<file path="src/rtl/lpc_param_if.sv">
// ---------------------------------------------------------------------------
// lpc_param_if
//   Per-frame LPC excitation parameter channel.
//
//   Handshake: a transfer happens on a rising clk edge where both
//   param_valid and param_ready are high. The master holds param_voiced,
//   param_pitch and param_gain stable while param_valid is high. The slave
//   may raise or lower param_ready at any time; it depends only on slave state.
//
//   Signals:
//     param_valid   master -> slave  frame parameters present
//     param_ready   slave  -> master slave can accept parameters
//     param_voiced  master -> slave  1 = pulse train, 0 = noise
//     param_pitch   master -> slave  pitch period in samples (unsigned)
//     param_gain    master -> slave  amplitude (unsigned)
// ---------------------------------------------------------------------------
interface lpc_param_if;
  logic        param_valid;
  logic        param_ready;
  logic        param_voiced;
  logic [15:0] param_pitch;
  logic [14:0] param_gain;

  modport master (
    output param_valid,
    output param_voiced,
    output param_pitch,
    output param_gain,
    input  param_ready
  );

  modport slave (
    input  param_valid,
    input  param_voiced,
    input  param_pitch,
    input  param_gain,
    output param_ready
  );
endinterface

</file>
<file path="src/rtl/lpc_excitation_ctrl.sv">
// ---------------------------------------------------------------------------
// lpc_excitation_ctrl
//   Frame-level excitation scheduler for the LPC synthesis path. Frame
//   parameters arrive over lpc_param_if and are double-buffered (active +
//   shadow). Samples are paced every CLKS_PER_SAMPLE clocks; each sample is a
//   gain-scaled pulse train (voiced) or gain-scaled LFSR noise (unvoiced).
//
//   Optional build macro: PITCH_JITTER_EN
//     When defined, every pitch wrap picks the next pitch interval from
//     lfsr[2:1]: 01 -> P+1 (saturating), 10 -> max(P-1,1), else P.
//
//   Ports:
//     clk          system clock, all logic on posedge
//     rst          synchronous active-high reset
//     prm          parameter channel (slave side)
//     exc_out      signed excitation sample, held between strobes
//     exc_valid    one-cycle strobe per sample
//     frame_start  high with the first exc_valid of each frame
//     underrun     one-cycle pulse when a frame boundary finds no new params
//     frame_count  frames started since reset (wraps)
//     dbg_state    current FSM state (0 = IDLE, 1 = RUN)
// ---------------------------------------------------------------------------
module lpc_excitation_ctrl #(
  parameter int unsigned CLKS_PER_SAMPLE   = 4,
  parameter int unsigned SAMPLES_PER_FRAME = 160,
  parameter logic [15:0] LFSR_SEED         = 16'hACE1
) (
  input  logic        clk,
  input  logic        rst,
  lpc_param_if.slave  prm,
  output logic [15:0] exc_out,
  output logic        exc_valid,
  output logic        frame_start,
  output logic        underrun,
  output logic [15:0] frame_count,
  output logic        dbg_state
);

  localparam int unsigned DIV_W = (CLKS_PER_SAMPLE > 1) ? $clog2(CLKS_PER_SAMPLE) : 1;
  localparam int unsigned IDX_W = (SAMPLES_PER_FRAME > 1) ? $clog2(SAMPLES_PER_FRAME) : 1;
  localparam logic [DIV_W-1:0] DIV_LAST = DIV_W'(CLKS_PER_SAMPLE - 1);
  localparam logic [DIV_W-1:0] DIV_ONE  = DIV_W'(1);
  localparam logic [IDX_W-1:0] IDX_LAST = IDX_W'(SAMPLES_PER_FRAME - 1);
  localparam logic [IDX_W-1:0] IDX_ONE  = IDX_W'(1);

  typedef enum logic {
    S_IDLE = 1'b0,
    S_RUN  = 1'b1
  } state_t;

  state_t           state_q, state_d;
  logic [DIV_W-1:0] div_cnt_q, div_cnt_d;
  logic [IDX_W-1:0] sample_idx_q, sample_idx_d;
  logic [15:0]      pitch_cnt_q, pitch_cnt_d;
  logic [15:0]      lfsr_q, lfsr_d;

  logic             act_voiced_q, act_voiced_d;
  logic [15:0]      act_pitch_q, act_pitch_d;
  logic [14:0]      act_gain_q, act_gain_d;

  logic             shd_full_q, shd_full_d;
  logic             shd_voiced_q, shd_voiced_d;
  logic [15:0]      shd_pitch_q, shd_pitch_d;
  logic [14:0]      shd_gain_q, shd_gain_d;

  logic [15:0]      exc_out_q, exc_out_d;
  logic             exc_valid_q, exc_valid_d;
  logic             frame_start_q, frame_start_d;
  logic             underrun_q, underrun_d;
  logic [15:0]      frame_count_q, frame_count_d;

`ifdef PITCH_JITTER_EN
  logic [1:0]       jitter_sel_q, jitter_sel_d;
`endif

  logic        xfer;
  logic        tick;
  logic [15:0] pitch_p;
  logic [15:0] interval;
  logic        pitch_wrap;
  logic        lfsr_fb;
  logic [15:0] gain_pos;
  logic [15:0] gain_neg;

  // Ready depends on state only, so the master sees a stable value all cycle.
  assign prm.param_ready = (state_q == S_IDLE) ? 1'b1 : !shd_full_q;
  assign xfer            = prm.param_valid && prm.param_ready;
  assign tick            = (state_q == S_RUN) && (div_cnt_q == DIV_LAST);

  // A pitch of 0 behaves as 1 (a pulse on every sample).
  assign pitch_p = (act_pitch_q == 16'd0) ? 16'd1 : act_pitch_q;

`ifdef PITCH_JITTER_EN
  always_comb begin
    interval = pitch_p;
    case (jitter_sel_q)
      2'b01:   interval = (pitch_p == 16'hFFFF) ? 16'hFFFF : pitch_p + 16'd1;
      2'b10:   interval = (pitch_p > 16'd1) ? pitch_p - 16'd1 : 16'd1;
      default: interval = pitch_p;
    endcase
  end
`else
  assign interval = pitch_p;
`endif

  // >= rather than == so a shrinking period wraps the counter immediately.
  assign pitch_wrap = (pitch_cnt_q >= (interval - 16'd1));

  // Fibonacci taps 16,14,13,11 map to bits 0,2,3,5 in a right-shifting register.
  assign lfsr_fb  = lfsr_q[0] ^ lfsr_q[2] ^ lfsr_q[3] ^ lfsr_q[5];
  assign gain_pos = {1'b0, act_gain_q};
  assign gain_neg = (~gain_pos) + 16'd1;

  always_comb begin
    state_d       = state_q;
    div_cnt_d     = div_cnt_q;
    sample_idx_d  = sample_idx_q;
    pitch_cnt_d   = pitch_cnt_q;
    lfsr_d        = lfsr_q;
    act_voiced_d  = act_voiced_q;
    act_pitch_d   = act_pitch_q;
    act_gain_d    = act_gain_q;
    shd_full_d    = shd_full_q;
    shd_voiced_d  = shd_voiced_q;
    shd_pitch_d   = shd_pitch_q;
    shd_gain_d    = shd_gain_q;
    exc_out_d     = exc_out_q;
    exc_valid_d   = 1'b0;
    frame_start_d = 1'b0;
    underrun_d    = 1'b0;
    frame_count_d = frame_count_q;
`ifdef PITCH_JITTER_EN
    jitter_sel_d  = jitter_sel_q;
`endif

    case (state_q)
      S_IDLE: begin
        if (xfer) begin
          act_voiced_d = prm.param_voiced;
          act_pitch_d  = prm.param_pitch;
          act_gain_d   = prm.param_gain;
          div_cnt_d    = '0;
          sample_idx_d = '0;
          pitch_cnt_d  = '0;
`ifdef PITCH_JITTER_EN
          jitter_sel_d = 2'b00;
`endif
          state_d      = S_RUN;
        end
      end

      S_RUN: begin
        if (tick) begin
          div_cnt_d   = '0;
          exc_valid_d = 1'b1;
          if (act_voiced_q) begin
            exc_out_d = (pitch_cnt_q == 16'd0) ? gain_pos : 16'd0;
          end else begin
            exc_out_d = lfsr_q[0] ? gain_pos : gain_neg;
          end

          pitch_cnt_d = pitch_wrap ? 16'd0 : pitch_cnt_q + 16'd1;
`ifdef PITCH_JITTER_EN
          if (pitch_wrap) begin
            jitter_sel_d = lfsr_q[2:1];
          end
`endif
          lfsr_d = {lfsr_fb, lfsr_q[15:1]};

          if (sample_idx_q == '0) begin
            frame_start_d = 1'b1;
            frame_count_d = frame_count_q + 16'd1;
          end

          if (sample_idx_q == IDX_LAST) begin
            sample_idx_d = '0;
            if (shd_full_q) begin
              act_voiced_d = shd_voiced_q;
              act_pitch_d  = shd_pitch_q;
              act_gain_d   = shd_gain_q;
              shd_full_d   = 1'b0;
            end else begin
              // Active parameters repeat; a same-edge write lands in the
              // shadow below and is used from the next boundary.
              underrun_d = 1'b1;
            end
          end else begin
            sample_idx_d = sample_idx_q + IDX_ONE;
          end
        end else begin
          div_cnt_d = div_cnt_q + DIV_ONE;
        end

        // xfer in RUN implies the shadow was empty, so it never collides with
        // the shadow-to-active move above.
        if (xfer) begin
          shd_voiced_d = prm.param_voiced;
          shd_pitch_d  = prm.param_pitch;
          shd_gain_d   = prm.param_gain;
          shd_full_d   = 1'b1;
        end
      end

      default: state_d = S_IDLE;
    endcase
  end

  always_ff @(posedge clk) begin
    if (rst) begin
      state_q       <= S_IDLE;
      div_cnt_q     <= '0;
      sample_idx_q  <= '0;
      pitch_cnt_q   <= '0;
      lfsr_q        <= LFSR_SEED;
      act_voiced_q  <= 1'b0;
      act_pitch_q   <= '0;
      act_gain_q    <= '0;
      shd_full_q    <= 1'b0;
      shd_voiced_q  <= 1'b0;
      shd_pitch_q   <= '0;
      shd_gain_q    <= '0;
      exc_out_q     <= '0;
      exc_valid_q   <= 1'b0;
      frame_start_q <= 1'b0;
      underrun_q    <= 1'b0;
      frame_count_q <= '0;
`ifdef PITCH_JITTER_EN
      jitter_sel_q  <= 2'b00;
`endif
    end else begin
      state_q       <= state_d;
      div_cnt_q     <= div_cnt_d;
      sample_idx_q  <= sample_idx_d;
      pitch_cnt_q   <= pitch_cnt_d;
      lfsr_q        <= lfsr_d;
      act_voiced_q  <= act_voiced_d;
      act_pitch_q   <= act_pitch_d;
      act_gain_q    <= act_gain_d;
      shd_full_q    <= shd_full_d;
      shd_voiced_q  <= shd_voiced_d;
      shd_pitch_q   <= shd_pitch_d;
      shd_gain_q    <= shd_gain_d;
      exc_out_q     <= exc_out_d;
      exc_valid_q   <= exc_valid_d;
      frame_start_q <= frame_start_d;
      underrun_q    <= underrun_d;
      frame_count_q <= frame_count_d;
`ifdef PITCH_JITTER_EN
      jitter_sel_q  <= jitter_sel_d;
`endif
    end
  end

  assign exc_out     = exc_out_q;
  assign exc_valid   = exc_valid_q;
  assign frame_start = frame_start_q;
  assign underrun    = underrun_q;
  assign frame_count = frame_count_q;
  assign dbg_state   = state_q;

endmodule
</file>
<file path="src/flat_wrapper.sv">
// flat-port wrapper written by rule: the top's interface ports become plain ports
module lpc_excitation_ctrl_flat 
#(
  parameter int unsigned CLKS_PER_SAMPLE   = 4,
  parameter int unsigned SAMPLES_PER_FRAME = 160,
  parameter logic [15:0] LFSR_SEED         = 16'hACE1
)
  (clk, rst, exc_out, exc_valid, frame_start, underrun, frame_count, dbg_state, prm_param_valid, prm_param_voiced, prm_param_pitch, prm_param_gain, prm_param_ready);
  lpc_param_if prm_i ();
  input  logic clk;
  input  logic rst;
  output logic [15:0] exc_out;
  output logic exc_valid;
  output logic frame_start;
  output logic underrun;
  output logic [15:0] frame_count;
  output logic dbg_state;
  input wire logic [$bits(prm_i.param_valid)-1:0] prm_param_valid;
  input wire logic [$bits(prm_i.param_voiced)-1:0] prm_param_voiced;
  input wire logic [$bits(prm_i.param_pitch)-1:0] prm_param_pitch;
  input wire logic [$bits(prm_i.param_gain)-1:0] prm_param_gain;
  output wire logic [$bits(prm_i.param_ready)-1:0] prm_param_ready;
  assign prm_i.param_valid = prm_param_valid;
  assign prm_i.param_voiced = prm_param_voiced;
  assign prm_i.param_pitch = prm_param_pitch;
  assign prm_i.param_gain = prm_param_gain;
  assign prm_param_ready = prm_i.param_ready;
  lpc_excitation_ctrl #(.CLKS_PER_SAMPLE(CLKS_PER_SAMPLE), .SAMPLES_PER_FRAME(SAMPLES_PER_FRAME), .LFSR_SEED(LFSR_SEED)) u_core (.clk(clk), .rst(rst), .prm(prm_i), .exc_out(exc_out), .exc_valid(exc_valid), .frame_start(frame_start), .underrun(underrun), .frame_count(frame_count), .dbg_state(dbg_state));
endmodule
</file>
<file path="config.mk">
export PLATFORM = sky130hd
export DESIGN_NAME = lpc_excitation_ctrl_flat
export DESIGN_NICKNAME = d
export VERILOG_FILES = /design/src/rtl/lpc_param_if.sv /design/src/rtl/lpc_excitation_ctrl.sv /design/src/flat_wrapper.sv
export SDC_FILE = /design/constraint.sdc
export NUM_CORES = 1
export LEC_CHECK = 0
export ABC_CLOCK_PERIOD_IN_PS = 4400
export CAP_MARGIN = 30
export CORE_MARGIN = 4
export CORE_UTILIZATION = 51
export CTS_CLUSTER_DIAMETER = 120
export DETAILED_ROUTE_END_ITERATION = 7
export GPL_TIMING_DRIVEN = 0
export PLACE_DENSITY = 0.77
export REMOVE_ABC_BUFFERS = 1
export SYNTH_ARGS = -nofsm -noshare
export SYNTH_HDL_FRONTEND = slang
export SYNTH_SLANG_ARGS = --single-unit
export TNS_END_PERCENT = 5
</file>
<file path="constraint.sdc">
create_clock -name clk -period 4.4 [get_ports clk]
set_input_delay 0.66 -clock clk [delete_from_list [all_inputs] [get_ports clk]]
set_output_delay 0.66 -clock clk [all_outputs]
set_load 0.05 [all_outputs]
</file>
# Yosys cells after proc, flatten, opt, wreduce, memory -nomap -nowiden
# Cells that the tools add are included.
totals:
  ff_bits: 143
  latchBits: 0
  ramBits: 0
  romBits: 0
  input_bits: 35
  out_inout_bits: 37
  elab_cells: 93
  memories: 0
op_classes:
  n_addsub: 6
  multipliers: 0
  n_div: 0
  n_lt_le_gt_ge: 1
  n_eq_ne: 6
  shifts: 0
  muxes: 39
  bitwise: 7
  reduce_logical: 17
op_table:
  columns: ["op", "n"]
  rows:
  - ["$mux W16", 10]
  - ["$mux W15", 5]
  - ["$pmux W16 S2", 2]
  - ["$add A16 B1 Y16 const B", 3]
  - ["$logic_not A16 Y1", 2]
  - ["$pmux W15 S2", 1]
  - ["$mux W8", 3]
  - ["$ge A16 B16 Y1", 1]
  - ["$not A15 Y16", 1]
  - ["$pmux W8 S2", 1]
  - ["$sub A16 B1 Y16 const B", 1]
  - ["$mux W1", 13]
  - ["$add A8 B1 Y8 const B", 1]
  - ["$eq A8 B8 Y1 const B", 1]
  - ["$logic_not A8 Y1", 1]
  - ["$ne A2 B2 Y1 const B", 3]
  - ["$reduce_and A2 Y1", 3]
  - ["$reduce_and A3 Y1", 2]
  - ["$mux W2", 2]
  - ["$pmux W2 S2", 1]
  - ["$reduce_and A4 Y1", 1]
  - ["$reduce_bool A2 Y1", 2]
  - ["$reduce_or A4 Y1", 1]
  - ["$not A1 Y1", 3]
  - ["9 further kinds", 12]

# Logic depth before layout (Yosys ltp)
# Gate-level depths: netlist of the first run.
logic_depth:
  depth_word: 7
  mapped_depth: 19
  ltp_nobuf: 17

# Least setup slack after synthesis of the first run
# OpenSTA, ideal clock, no wires.
synth_timing:
  path_kind: "reg-to-reg"
  start: "register u_core.act_pitch_q[9]"
  end: "register u_core.pitch_cnt_q[11]"
  setup_ps: 74
  t_arrival_ps: 4017
  required_time_ps: 4326
  setup_slack_ps: 308
  path_stages_with_launch: 20
  path_buffers: 2
  synth_period_minus_slack_ps: 4092
  path_cell_list: "dfxtp_1 or4_1 or3_1 or3b_1 nor4_1 nor2_1 ha_1 nor3b_1 nand2_1 nor3_1 xnor2_1 ha_1 nand4_1 nor3_1 nor4_1 and4_1 clkbuf_1 clkbuf_1 nand3_1 a31oi_1"
synth_between:
  elab_chain_len: 7
synth_lines:
  columns: ["element", "line", "rtl"]
  rows:
  - ["start, declared", "lpc_excitation_ctrl.sv:58", "logic [15:0] act_pitch_q, act_pitch_d;"]
  - ["start signal, assigned", "lpc_excitation_ctrl.sv:237", "act_pitch_q <= act_pitch_d;"]
  - ["$logic_not A16 Y1", "lpc_excitation_ctrl.sv:91", "assign pitch_p = (act_pitch_q == 16'd0) ? 16'd1 : act_pitch_q;"]
  - ["$mux W16 (*)", "lpc_excitation_ctrl.sv:91", null]
  - ["$sub A16 B1 Y16 (*)", "lpc_excitation_ctrl.sv:107", "assign pitch_wrap = (pitch_cnt_q >= (interval - 16'd1));"]
  - ["$ge A16 B16 Y1 (*)", "lpc_excitation_ctrl.sv:107", null]
  - ["$mux W16 (*)", "lpc_excitation_ctrl.sv:162", "pitch_cnt_d = pitch_wrap ? 16'd0 : pitch_cnt_q + 16'd1;"]
  - ["$mux W16 (*)", "lpc_excitation_ctrl.sv:153", "if (tick) begin"]
  - ["$pmux W16 S2 (*)", "lpc_excitation_ctrl.sv:136", "case (state_q)"]
  - ["end signal, assigned", "lpc_excitation_ctrl.sv:234", "pitch_cnt_q <= pitch_cnt_d;"]
  - ["end, declared", "lpc_excitation_ctrl.sv:54", "logic [15:0] pitch_cnt_q, pitch_cnt_d;"]
# Every way passes the cells marked *; elsewhere a longest branch is shown, timed or not. The select of a mux whose other input is x is not followed.
# A chain may end at the register's enable or synchronous reset.

# Final worst setup path of the first run
layout_timing:
  start: "register u_core.act_pitch_q[9]"
  end: "register u_core.pitch_cnt_q[15]"
# The elaborated chain is that of the path after synthesis.

==> metrics.md, run 1 <==
| Metric | Value |
|---|---|
| Outcome | finished clean |
| Final instance area | 8360 um2 |
| Maximum root-to-sink buffer count | 2 |
| Port Buffers | 71 |
| Share of total power in sequential cells | 0.421 |
| Root Buffer Master | clkbuf_16 |
| CTS Hold Buffers Added | 0 |
| Maximum single-stage delay on the critical path | ~540 ps |
| Reg2reg end | u_core.pitch_cnt_q[15]$_SDFFE_PP0P_ |
| Average wire per standard cell | approximately 14 um |
| Clock Sink Count | approximately 140 |
| Number of vias after detailed routing | 5949 |
| Antenna violations before repair | 0 |
| Largest driver fanout on the critical path | 6 |
| Hold WC Path Type | register to register |
| Final design utilization | 0.652 |
| #FFs+latches synth | 143 |
| Core box area | 12800 um2 |
| Max-Cap Viols | 0 |
| Pin count of the biggest net entering global routing | 97 |
| Proportion of layout cells with a drive suffix above 1 | 0.0785 |
| Max Slew Vio Count | 0 |
| GPL Wtd Cong | 0.817 |
| Relative max-transition margin | 0.407 |
| Net switching component of the power | roughly 0.77 mW |
| Total length of routed wires | 15300 um |
| Max Freq | 232 MHz |
| Cell depth of the worst flop-to-flop path | 17 |
| Clock tree from TritonCTS | built |
| Final layout net count | 938 |
| Row count | between 40 and 50 |
| DIE WIDTH | about 120 um |
| Area share of the largest cell type after synthesis | 0.422 |
| RSZ-0062 raised after global routing | true |
| H-tree lvl count | 4 |
| Crit path time final | 4320 ps |
| Critical path data required time | 4740 ps |
| Number of hold-slack violations in the final timing report | 0 |
| Aggregate global routing overflow | 0 |
| Detailed-route DRC error count | 0 |
| Number of antenna-violating nets in the routed design | 0 |
| Clock buffer count from CTS | 17 |
| Synth Warn # | 0 |
| Clk Latency, worst-skew pair | 420 ps |
| Starting density of the core | 0.529 |
| Pre-antenna DRT Iters | 5 |
| Power Density | 392 nW/um2 |
| Setup CP Type | register to register |
| Synthesized area per cell | 8.15 um2 |
| Setup crit start kind | register |
| All-Layer GR Usage | 0.209 |
| Wire length of the first global-routing pass | 25400 um |
| Number of global-route vias before repair | 5416 |
| Syn-to-layout area delta | 23.1% |
| Total of endpoints with negative setup slack in the final report | 0 |
| Cell breakdown of the critical path | or4_4 > or3_4 > or3b_4 > nor4_4 > nor2_1 > ha_2 > nor3b_4 > nand2_2 > nor4_1 > xnor2_1 > ha_1 > nand4_1 > nor3_2 > nor4_2 > and4_4 > or3b_1 > a31oi_1 |
| P_leak | 3.00 nW |
| Unique cell type count in the Yosys netlist | 51 |
| Final cycle utilization of the critical path | 0.981 |
| Total inserted antenna cells | 0 |
| WHS | 449 ps |
| Type of destination of the critical path | register |
| Sw Share | 0.234 |
| Maximum ir drop on the vdd rail | between 0.0003 and 0.0004 V |
| Comb pwr share | 0.103 |
| Area enclosed by the die boundary | 15200 um2 |
| Worst Path Buf+Inv | 0 |
| Slew of the pin with the lowest slew margin | roughly 900 ps |
| Vias per inst | 5.59 |
| Sequential cell area fraction in the yosys report | 0.422 |
| CTS clk-pin slew, worst paths | 60 ps |
| Reg-to-reg setup timing slack | roughly 84 ps |
| Worst hold path stage count | 2 |
| Worst hold start | u_core.exc_out[1]$_SDFFE_PP0P_ |
| Cell accounting for the most synthesized area | dfxtp_1 |
| Worst r2r src | u_core.act_pitch_q[9]$_SDFFE_PP0P_ |
| Clock Power Share | 0.476 |
| Placed wire-length estimate after detailed placement | roughly 9700 um |
| Die Span Y | 123 um |
| Skew final | 6.10 ps |
| Overall power after layout | 3.28 mW |
| Number of top-level pins | 72 |
| Data arrival at the endpoint of the critical path | 4660 ps |
| Hold Path End | u_core.exc_out[1]$_SDFFE_PP0P_ |
| Synthesized instance count | around 830 |
| Post-synthesis instance area | 6790 um2 |
| Top cells by area in the synthesized netlist | dfxtp_1, nand2_1, nor2_1 |
| Worst path top cell family by delay | simple AND/OR/NAND/NOR gates |
| Total internal power | about 2.5 mW |
| Post-placement cell area | 7610 um2 |
| Critical Path Slowest Stage Cell | or4_4 |
| Detailed Route Iter0 Violations | 324 |
## metrics by stage
stage / worst slack, ps / setup TNS [ps] / std cells
after floorplan: 123 / 0 / 782
after global placement: -978 / -79250 / 1025
after detailed placement: -403 / -2580 / 1029
after CTS: -54.8 / -54.8 / 1063
after global routing: -110 / -799 / 1064
final: 83.8 / 0 / 1064
## per-layer routing
layer | vias to the layer above | wire (um) | global-route usage
met5 | - | 0 | 0
met4 | 0 | 309 | 0.0900
met3 | 22 | 722 | 0.0508
met2 | 140 | 7170 | 0.327
met1 | 2771 | 7080 | 0.275
li1 | 3016 | - | -
## sequential cells by signal (all words and copies together) (netlist names), 2 cells and up
register             count
u_core.exc_out          16
u_core.act_gain_q       15
u_core.shd_pitch_q      16
u_core.act_pitch_q      16
u_core.div_cnt_q         2
u_core.pitch_cnt_q      16
u_core.frame_count      16
u_core.shd_gain_q       15
u_core.sample_idx_q      8
u_core.lfsr_q           16
## cell families after synthesis
group                      Yosys count  share of synthesized area
AOI/OAI and AO/OA                  155                      0.140
DFF                                143                      0.422
xor gates and xnor gates            33                     0.0437
and+or+nand+nor                    377                      0.257
muxes                               39                     0.0585
buffers and inverters               62                     0.0345
adders and majority gates           24                     0.0443
## cells in the final DEF (no fill, tap or decap), types with 13 or more instances in the layout
cell and n:
xor2_1 17, dfxtp_1 141, mux2i_1 34, clkdlybuf4s50_1 70
a211oi_1 38, nand3_1 21, o21ai_0 19, a21oi_1 63
a31oi_1 15, nand2_1 148, nand4_1 15, ha_1 23
xnor2_1 15, clkbuf_16 17, nor2_1 103, nand3b_1 13
nor3_1 17
## power by group through the flow
stage | clock [mW] | sequential, mW | combinational [mW]
2_1_floorplan | 0 | 1.40 | 0.199
3_3_place_gp | 0 | 1.41 | 0.298
3_5_place_dp | 0 | 1.41 | 0.316
4_1_cts | 1.58 | 1.38 | 0.323
5_1_grt | 1.63 | 1.39 | 0.378
6_report | 1.56 | 1.38 | 0.337
## worst min-delay path, cell delays in order (launching register included)
cell and delay (ps):
dfxtp_1 300, nand2_1 50, a21oi_1 50
## timing repair
action	CTS	global route
cloned	1	0
buffers inserted	1	1
pin swaps	1	12
resized for setup	4	15
setup endpoints to repair	16	16
## cell type report
class                      count  area (um2)
multi-input combinational    629        3780
tap                          172         215
timing repair buffer          77         802
clock buffer                  22         494
fill                        1062        4470
clock inverter                10         156
sequential                   143        2870
inverter                      11        41.3
## synthesized netlist by cell type, drive strengths merged
cell / number
nand2: 149
dfxtp: 143
nor2: 104
a21oi: 63
clkbuf: 41
a211oi: 38
mux2i: 34
ha: 24
nand3: 21
o21ai: 21
nor3: 19
xor2: 17
xnor2: 16
a31oi: 15
nand4: 15
nand3b: 13
inv: 11
buf: 10
nor2b: 8
or3: 8
nor4: 7
and3: 6
mux2: 5
nor3b: 5
or2: 5
a22oi: 4
and4: 3
nand2b: 3
or4: 3
a311oi: 2
and2: 2
nor4b: 2
o211a: 2
o311ai: 2
o31ai: 2
o41ai: 2
or3b: 2
a211o: 1
a21o: 1
and2b: 1
and4bb: 1
o211ai: 1
o21a: 1
## worst max-delay path by stage
| stage | endpoint | slack [ps] | from | cells past startpoint |
|---|---|---|---|---|
| floorplan | u_core.pitch_cnt_q[15]$_SDFFE_PP0P_ | 120 | u_core.act_pitch_q[9]$_SDFFE_PP0P_ | 17 |
| global placement | u_core.pitch_cnt_q[12]$_SDFFE_PP0P_ | -980 | rst | 5 |
| detailed placement | u_core.pitch_cnt_q[15]$_SDFFE_PP0P_ | -400 | u_core.act_pitch_q[9]$_SDFFE_PP0P_ | 17 |
| CTS | u_core.pitch_cnt_q[15]$_SDFFE_PP0P_ | -50 | u_core.act_pitch_q[9]$_SDFFE_PP0P_ | 17 |
| global route | u_core.pitch_cnt_q[15]$_SDFFE_PP0P_ | -110 | u_core.act_pitch_q[9]$_SDFFE_PP0P_ | 17 |
| finish | u_core.pitch_cnt_q[15]$_SDFFE_PP0P_ | 80 | u_core.act_pitch_q[9]$_SDFFE_PP0P_ | 17 |
(Power assumes the default switching activity.)
==> inputs of run 2 (changes only) <==
CORE_MARGIN = unset   (was 4)
==> run 2 against run 1 <==
Effect of this change:
- global-route usage is 1.1 points higher
- sequential power hardly changed
- routed wire length is 4.8% lower
- first-iteration DRC count is 13% higher
- hold slack better by 2.6 ps
- critical path type unchanged
- clock skew hardly changed
==> metrics.md, run 2 (synthesized netlist as in run 1, its figures left out) <==
| Metric | Value |
|---|---|
| Antenna violations before repair | 0 |
| Detailed Route Iter0 Violations | 366 |
| Worst hold start | u_core.shd_gain_q[8]$_SDFFE_PP0P_ |
| Data arrival at the endpoint of the critical path | 4730 ps |
| GPL Wtd Cong | about 0.8 |
| Most common cell after layout, fill and taps aside | nand2_1 |
| Clk Latency, worst-skew pair | between 400 and 500 ps |
| Detailed-route DRC error count | 0 |
| Total length of routed wires | 14500 um |
| Outcome | finished clean |
| Clock Sink Count | 143 |
| Cell depth of the worst flop-to-flop path | 17 |
| Area enclosed by the die boundary | 13800 um2 |
| Pre-antenna DRT Iters | 4 |
| Root Buffer Master | clkbuf_16 |
| Setup CP Type | register to register |
| Number of top-level pins | 72 |
| Number of antenna-violating nets in the routed design | 0 |
| Syn-to-layout area delta | 22.9% |
| Skew final | 5.98 ps |
| Die Span Y | 117 um |
| Total inserted antenna cells | 0 |
| Reg2reg end | u_core.pitch_cnt_q[15]$_SDFFE_PP0P_ |
| Maximum ir drop on the vdd rail | 0.000241 V |
| Proportion of layout cells with a drive suffix above 1 | 0.0803 |
| Final worst-path setup slack | 11.3 ps |
| Hold Path End | u_core.shd_gain_q[8]$_SDFFE_PP0P_ |
| Starting density of the core | 0.531 |
| Pin count of the biggest net entering global routing | 95 |
| Number of vias after detailed routing | a little under 6000 |
| Place WS | -397 ps |
| CTS clk-pin slew, worst paths | 50 ps |
| P_leak | 2.99 nW |
| Total of endpoints with negative setup slack in the final report | 0 |
| Critical path data required time | ~4700 ps |
| Port Buffers | between 70 and 80 |
| WHS | 452 ps |
| Aggregate global routing overflow | 0 |
| H-tree lvl count | 4 |
| Hold WC Path Type | register to register |
| Reg-to-reg setup timing slack | 10 ps |
| Final design utilization | 0.653 |
| DIE WIDTH | 117 um |
| Maximum root-to-sink buffer count | 2 |
| Placed wire-length estimate after detailed placement | 9240 um |
| Setup crit start kind | register |
| Slew of the pin with the lowest slew margin | ~870 ps |
| Worst r2r src | u_core.act_pitch_q[9]$_SDFFE_PP0P_ |
| Number of global-route vias before repair | 5367 |
| Vias per inst | 5.45 |
| Highest-count cells in the layout ignoring fill and taps | nand2_1, dfxtp_1, nor2_1, clkdlybuf4s50_1, a21oi_1 |
| Wire length of the first global-routing pass | 25000 um |
| Clock tree from TritonCTS | built |
| Relative max-transition margin | 0.418 |
| Row count | 41 |
| Largest driver fanout on the critical path | 6 |
| Core box area | 12800 um2 |
| Crit path time final | 4390 ps |
| Number of hold-slack violations in the final timing report | 0 |
| Final layout net count | roughly 940 |
| Max Slew Vio Count | 0 |
| Max-Cap Viols | 0 |
| RSZ-0062 raised after global routing | true |
| Clock buffer count from CTS | 17 |
| Final cycle utilization of the critical path | 0.997 |
| All-Layer GR Usage | 0.220 |
| Filler cell count | around 1100 |
| Power Density | 367 nW/um2 |
| Max Freq | 228 MHz |
| Layout Cells excl Fill | 1069 |
| Average wire per standard cell | roughly 14 um |
| Worst hold path stage count | 2 |
| Type of destination of the critical path | register |
| Total instance count after detailed placement | about 1000 |
-- run 2: critical path: stages (launching register included) --
cell,delay [ps]
dfxtp_4,360
or4_4,540
or3_4,340
or3b_4,400
nor4_4,170
nor2_2,80
ha_2,180
nor3b_2,180
nand2_1,130
nor4_1,80
xnor2_1,190
ha_1,250
nand4_1,170
nor3_2,70
nor4_2,310
and4_4,280
or3b_4,390
a31oi_4,180
-- run 2: where the power goes --
part           leakage (nW)  total [mW]  internal, mW  switching (mW)
clock network         0.269        1.35         0.838           0.507
registers              1.16        1.38          1.34          0.0435
logic                  1.55       0.335         0.155           0.180
-- run 2: how the worst max path moves through the flow --
| stage | cells after the start | from | endpoint | slack, ps |
|---|---|---|---|---|
| 2_1_floorplan | 17 | u_core.act_pitch_q[9]$_SDFFE_PP0P_ | u_core.pitch_cnt_q[15]$_SDFFE_PP0P_ | 120 |
| 3_3_place_gp | 5 | rst | u_core.pitch_cnt_q[12]$_SDFFE_PP0P_ | -1010 |
| 5_1_grt | 17 | u_core.act_pitch_q[9]$_SDFFE_PP0P_ | u_core.pitch_cnt_q[15]$_SDFFE_PP0P_ | -180 |
| 3_5_place_dp | 17 | u_core.act_pitch_q[9]$_SDFFE_PP0P_ | u_core.pitch_cnt_q[15]$_SDFFE_PP0P_ | -400 |
| 6_report | 17 | u_core.act_pitch_q[9]$_SDFFE_PP0P_ | u_core.pitch_cnt_q[15]$_SDFFE_PP0P_ | 10 |
| 4_1_cts | 17 | u_core.act_pitch_q[9]$_SDFFE_PP0P_ | u_core.pitch_cnt_q[15]$_SDFFE_PP0P_ | 10 |
-- run 2: stage by stage --
stage / area [um2] / TNS (ps) / power [mW]
4_1_cts: 8210 / 0 / 3.06
3_3_place_gp: 7520 / -81960 / 1.71
6_report: 8340 / 0 / 3.06
2_1_floorplan: 6590 / 0 / 1.60
3_5_place_dp: 7620 / -2590 / 1.72
5_1_grt: 8340 / -1580 / 3.20
-- run 2: metal layers --
layer  vias to the layer above  part of all wire  GRT usage
met3                        25             0.030     0.0413
met4                         0             0.024     0.0990
met5                         -                 0          0
met1                      2658              0.47      0.284
li1                       3021                 -          -
met2                       119              0.47      0.357
-- run 2: layout make-up --
type	instances	area [um2]	share of cell area
multi-input cells	629	3790	0.455
flip-flops and latches	143	2870	0.344
repair buffers	82	867	0.104
clock buffers	28	507	0.0607
well taps	172	215	0.0258
clock inverters	4	51.3	0.00615
inverters	11	41.3	0.00495
-- run 2: what timing repair did --
item	CTS	global route
buffers inserted	1	5
gates resized for setup	3	21
cloned	1	0
setup endpoints to repair	16	16
hold buffers	0	0
pin swaps	1	9
